`src/rtl/cpu_pkg.sv`:
```
// Shared widths, instruction field layout, opcodes and fetch FSM encoding
// for the instruction fetch path.
package cpu_pkg;

  localparam int ADDR_W  = 8;
  localparam int INSTR_W = 9;

  localparam int OPC_MSB = 8;
  localparam int OPC_LSB = 6;
  localparam int RD_MSB  = 5;
  localparam int RD_LSB  = 3;
  localparam int RS_MSB  = 2;
  localparam int RS_LSB  = 0;

  localparam logic [2:0] OP_ADD = 3'b000;
  localparam logic [2:0] OP_SUB = 3'b001;
  localparam logic [2:0] OP_AND = 3'b010;
  localparam logic [2:0] OP_OR  = 3'b011;
  localparam logic [2:0] OP_XOR = 3'b100;
  localparam logic [2:0] OP_NOT = 3'b101;
  localparam logic [2:0] OP_SHL = 3'b110;
  localparam logic [2:0] OP_SHR = 3'b111;

  localparam logic [1:0] S_IDLE = 2'd0;
  localparam logic [1:0] S_RUN  = 2'd1;
  localparam logic [1:0] S_HALT = 2'd2;

  typedef struct packed {
    logic [2:0] opcode;
    logic [2:0] rd;
    logic [2:0] rs;
    logic       uses_rs;
  } dec_t;

  localparam dec_t DEC_RST = '{opcode: 3'b000, rd: 3'b000, rs: 3'b000, uses_rs: 1'b1};

  // Unary and shift ops take only rd; everything else reads rs as well.
  function automatic logic op_uses_rs(input logic [2:0] op);
    return !(op == OP_NOT || op == OP_SHL || op == OP_SHR);
  endfunction

endpackage

```
`src/rtl/instr_decoder.sv`:
```
// Combinational field split of a raw instruction word; the fetch unit
// registers its output together with the instruction register.
module instr_decoder
  import cpu_pkg::*;
(
  input  logic [INSTR_W-1:0] instr,
  output dec_t               dec
);

  always_comb begin
    dec         = DEC_RST;
    dec.opcode  = instr[OPC_MSB:OPC_LSB];
    dec.rd      = instr[RD_MSB:RD_LSB];
    dec.rs      = instr[RS_MSB:RS_LSB];
    dec.uses_rs = op_uses_rs(instr[OPC_MSB:OPC_LSB]);
  end

endmodule

```
`src/rtl/fetch_unit.sv`:
```
// Instruction fetch: owns the PC, captures combinational memory data into a
// decoded instruction register and offers it to execute over valid/ready.
//
// state  | meaning
// S_IDLE | en low, no fetches
// S_RUN  | fetching while the output slot is free
// S_HALT | last program address captured, waits for a jump
module fetch_unit #(
  parameter int ADDR_W    = 8,
  parameter int INSTR_W   = 9,
  parameter int LAST_ADDR = 255,
  parameter bit WRAP      = 1'b0
) (
  input  logic               clk,
  input  logic               rst,
  input  logic               en,
  output logic [ADDR_W-1:0]  pc_address,
  input  logic [INSTR_W-1:0] instruction,
  input  logic               jump_valid,
  input  logic [ADDR_W-1:0]  jump_target,
  output logic               out_valid,
  input  logic               out_ready,
  output logic [2:0]         opcode,
  output logic [2:0]         rd,
  output logic [2:0]         rs,
  output logic               uses_rs,
  output logic [ADDR_W-1:0]  instr_pc,
  output logic               halted
);

  import cpu_pkg::*;

  logic [1:0]        state_q, state_d;
  logic [ADDR_W-1:0] pc_q, pc_d;
  logic [ADDR_W-1:0] instr_pc_q, instr_pc_d;
  logic              out_valid_q, out_valid_d;
  dec_t              dec_q, dec_d;
  dec_t              dec_in;

  logic slot_free;
  logic fetch;
  logic at_last;

  instr_decoder u_instr_decoder (
    .instr (instruction),
    .dec   (dec_in)
  );

  always_comb begin
    slot_free   = !out_valid_q || out_ready;
    fetch       = (state_q == S_RUN) && en && slot_free && !jump_valid;
    at_last     = (pc_q == ADDR_W'(LAST_ADDR));

    state_d     = state_q;
    pc_d        = pc_q;
    instr_pc_d  = instr_pc_q;
    out_valid_d = out_valid_q;
    dec_d       = dec_q;

    if (jump_valid) begin
      // Redirect flushes the held instruction even when execute is stalling.
      pc_d        = jump_target;
      out_valid_d = 1'b0;
      state_d     = en ? S_RUN : S_IDLE;
    end else begin
      if (fetch) begin
        dec_d       = dec_in;
        instr_pc_d  = pc_q;
        out_valid_d = 1'b1;
        if (at_last) begin
          pc_d = WRAP ? '0 : pc_q;
        end else begin
          pc_d = pc_q + ADDR_W'(1);
        end
      end else if (out_valid_q && out_ready) begin
        out_valid_d = 1'b0;
      end

      case (state_q)
        S_IDLE: if (en) state_d = S_RUN;
        S_RUN: begin
          if (!en) begin
            state_d = S_IDLE;
          end else if (fetch && at_last && !WRAP) begin
            state_d = S_HALT;
          end
        end
        S_HALT: state_d = S_HALT;
        default: state_d = S_IDLE;
      endcase
    end
  end

  always_ff @(posedge clk or posedge rst) begin
    if (rst) begin
      state_q     <= S_IDLE;
      pc_q        <= '0;
      instr_pc_q  <= '0;
      out_valid_q <= 1'b0;
      dec_q       <= DEC_RST;
    end else begin
      state_q     <= state_d;
      pc_q        <= pc_d;
      instr_pc_q  <= instr_pc_d;
      out_valid_q <= out_valid_d;
      dec_q       <= dec_d;
    end
  end

  assign pc_address = pc_q;
  assign out_valid  = out_valid_q;
  assign opcode     = dec_q.opcode;
  assign rd         = dec_q.rd;
  assign rs         = dec_q.rs;
  assign uses_rs    = dec_q.uses_rs;
  assign instr_pc   = instr_pc_q;
  assign halted     = (state_q == S_HALT);

endmodule
```
`config.mk`:
```
export PLATFORM = sky130hd
export DESIGN_NAME = fetch_unit
export DESIGN_NICKNAME = d
export VERILOG_FILES = /design/src/rtl/cpu_pkg.sv /design/src/rtl/instr_decoder.sv /design/src/rtl/fetch_unit.sv
export SDC_FILE = /design/constraint.sdc
export NUM_CORES = 1
export LEC_CHECK = 0
export BUFFER_PORTS_ARGS = -buffer_cell sky130_fd_sc_hd__buf_4
export CORE_MARGIN = 5
export CORE_UTILIZATION = 51
export CTS_CLUSTER_DIAMETER = 30
export DETAILED_ROUTE_END_ITERATION = 7
export GPL_ROUTABILITY_DRIVEN = 0
export GPL_TIMING_DRIVEN = 0
export PLACE_DENSITY = 0.87
export SYNTH_ARGS = -nofsm -noshare
export SYNTH_HDL_FRONTEND = slang
export SYNTH_SLANG_ARGS = --single-unit
```
`constraint.sdc`:
```
create_clock -name clk -period 4.71 [get_ports clk]
set_input_delay 0.7065 -clock clk [delete_from_list [all_inputs] [get_ports clk]]
set_output_delay 0.7065 -clock clk [all_outputs]
set_load 0.02 [all_outputs]
```
==> results.md <==
- The flow ran to the end, and the final reports show no timing, DRC or antenna violations.
- The critical path is of the flop to flop type.
- Summed over all nets, the half-perimeter wirelength after detailed placement is 2241 µm.
- The number of cell rows is 18.
- The nature of the critical path startpoint is a flop.
- The standby leakage power is 0.8353 nW.
- The worst slew margin relative to its limit is 0.3050.
- During placement, the flow inserted port buffers numbering 48.
- The register bit count reported by yosys is 29.
- For this configuration, the core starts out at a cell density of 0.5333.
- Setup repair after global routing left no endpoint under its margin.
- The via density per instance is 5.575.
- The leading cell type in the layout, fill and taps excluded is buf_4.
- 50 I/O pins were placed.
- The arrival time of data at the critical path endpoint is 2.12 ns.
- The repair_antennas step left the layout with diodes totalling 0.
- The post-cts gate resize count is 0.
- The synthesis warning total is 0.
- The count of buffers added by post-CTS timing repair for setup is 0.
- At the pin with the least slew margin, the transition time is 1.041 ns.
- Of the cells placed in the final design, the portion with a size suffix greater than 1 is 0.4601.
- The region available for standard cell placement spans 2477 µm².
- Setup violations remaining at the end of the flow were counted as 0.
- Dividing the final minimum period by the clock period gives 0.3980.
- The net count reported at finish is 185.
- The die extent in y is 60.90 µm.
- The first-pass GRT wire length is 4857 µm.
- The number of slew-limit violations in the final report was 0.
- The leading area contributor after synthesis is dfrtp_1.
- The placed instance area is 1719 µm².
- The total overflow left after global routing is 0.
- Counting I/O delays and the setup requirement, the final critical path takes 1.875 ns.
- The number of remaining DRC errors is 0.
- The TritonCTS clock tree is yes.
- The maximum root-to-sink buffer count is 2.
- The worst-skew pair later-pin latency is 0.32 ns.
- In this run, CTS created clock tree buffers numbering 5.
- The all-layer global routing usage is 0.1787.
- After routing the design area is 1789 µm².
- The post-synthesis net count is 130.
- The data required time of the critical path is 4.96 ns.
- The clock transition at the register clock pins on the worst setup and hold paths after CTS is 0.10 ns.
- The number of maximum-capacitance constraint violations is 0.
- The final routed wirelength across all metal layers is 2944 µm.
- The maximum level of the CTS H-tree is 2.
- Overall power consumption after layout is estimated at 697.3 µW.
- The number of library cell types mapped by synthesis is 30.
- The first detailed-routing pass ran for 4 iterations.
- The instance count of the mapped netlist is 107.
- The worst hold slack after final layout is 0.4947 ns.
- The count of nets left with antenna violations once routing finished came out at 0.
- The worst setup path is captured at a flop.
- The die covers 3709 µm².
- The top cell type's share of synthesized area is 0.5303.
- The share of the core filled with cells in the final layout is 0.7222.
- Across the VDD grid, the largest voltage drop is 295.7 µV.
- Leaving out fill and tap cells, the most frequent cells in the layout are 48 x buf_4, 28 x dfrtp_1, 9 x mux2_2, 8 x nand2_1, 8 x mux2_1.
- After clock tree synthesis, the flow added hold-fix buffers numbering 0.
- For this run, the register share of the synthesized area comes to 0.5502.
- The largest clock skew in the final design is 0.01232 ns.
- After detailed routing, the average wire length per cell comes to 15.25 µm.
- In this run the worst path has a maximum fanout of 10.
- The number of antenna violations at the first check in global routing came to 0.
- Detailed routing inserted a total of 1076 vias.
- After synthesis, the cell types taking the most area are dfrtp_1 53%, mux2_2 7.7%, mux2_1 6.8%.
- The cell sitting at the root of the clock tree is a clkbuf_4.
- In this run the worst hold path is classified as flop to flop.
- Compared with the post-synthesis result, the final layout area differs by 35.42%.
- Based on the critical path, the design can be clocked at up to 0.5334 GHz.
- The average cell area after synthesis is 12.35 µm².
- The cell area after synthesis is 1321 µm².
- The number of global-route vias before repair is 1086.
- The fill cell total of the finished layout is 189.
- Summed over all failing endpoints, the final setup total negative slack is 0 ns.
- For this design the ratio of total power to cell area is 389.7 nW/µm².
- The clock sink count is 29.
- The detailed router's first-iteration violation count is 45.
- Entering global routing, the biggest net connects 30 pins.
- The hold violation total from the final report is 0.
- From left edge to right edge, the die measures 60.90 µm.
-- registers in the layout, summed over array words and instances (netlist names) --
| signal | flops |
|---|---|
| instr_pc | 8 |
| pc_address | 8 |
| opcode | 3 |
| rd | 3 |
| rs | 3 |
| state_q | 2 |
| out_valid | 1 |
| uses_rs | 1 |
-- path summary, 6_finish.rpt --
path,from,end,slack (ns),cells past startpoint
max,pc_address[0],pc_address[5],2.84,6
max in group asynchronous,rst,state_q[1],3.44,2
min,opcode[0],opcode[0],0.49,1
min reg2reg,opcode[0],opcode[0],0.49,1
max reg2reg,pc_address[0],pc_address[5],2.84,6
min in group asynchronous,rst,pc_address[5],0.63,2
-- where the power goes --
group | internal, mW | total, mW | leakage, nW | switching, mW
registers | 0.293 | 0.324 | 0.346 | 0.0316
clock network | 0.0864 | 0.168 | 0.0413 | 0.0813
logic | 0.0993 | 0.205 | 0.448 | 0.106
total | 0.478 | 0.697 | 0.835 | 0.219
-- worst max-delay path, stage by stage, from the launching register on --
cell and delay (ns):
dfrtp_1 0.44, ha_1 0.27, nand3_1 0.15, o211ai_2 0.11
buf_6 0.16, or4_1 0.48, a31oi_1 0.20
-- area by class of cell --
type,count,area [µm²],share of cell area
inverter,2,7.507,0.004196
buffer,5,41.29,0.02308
tap,30,37.54,0.02098
timing repair buffer,48,360.3,0.2014
multi-input combinational,71,545.5,0.3049
sequential,29,726.9,0.4063
clock buffer,7,65.06,0.03636
clock inverter,1,5.005,0.002797
-- cells by family (layout without fill, tap and decap cells) --
logic type,after synthesis,after routing,share of synthesized area
multiplexers,19,19,0.1600
XOR/XNOR,2,2,0.01326
flip-flops,29,29,0.5502
AND/OR/NAND/NOR,31,31,0.1345
buffers and inverters,7,63,0.03693
adder cells (fa/ha/maj),1,1,0.009468
AO/OA/AOI/OAI,18,18,0.09563
-- per-stage QoR --
step                      setup WS, ns  cells
after floorplan                  2.783    107
after global placement           2.594    185
after detailed placement         2.559    185
after CTS                        2.838    193
after global routing             2.761    193
final                            2.835    193
-- cell usage after synthesis --
library cell	count
a21oi_1	1
a31oi_1	4
and2b_2	1
and3_2	1
and3b_2	1
buf_6	3
clkbuf_1	2
dfrtp_1	28
dfstp_2	1
ha_1	1
inv_1	2
mux2_1	8
mux2_2	9
mux2i_1	2
nand2_1	8
nand3_1	7
nand3b_1	1
nand4_2	1
nor2_1	4
nor2b_1	1
nor4_1	1
o2111ai_1	1
o211ai_1	4
o211ai_2	1
o21a_1	2
o21ai_0	3
o31ai_1	2
or2b_2	1
or4_1	4
xor2_1	2
-- layer usage --
layer,global-route usage,vias to the layer above,part of all wire
met4,0.07430,0,0.014
li1,-,502,-
met5,0,-,0
met1,0.2104,514,0.39
met2,0.3115,52,0.50
met3,0.04255,8,0.097
Note: power is estimated with default switching activity, not from simulation.
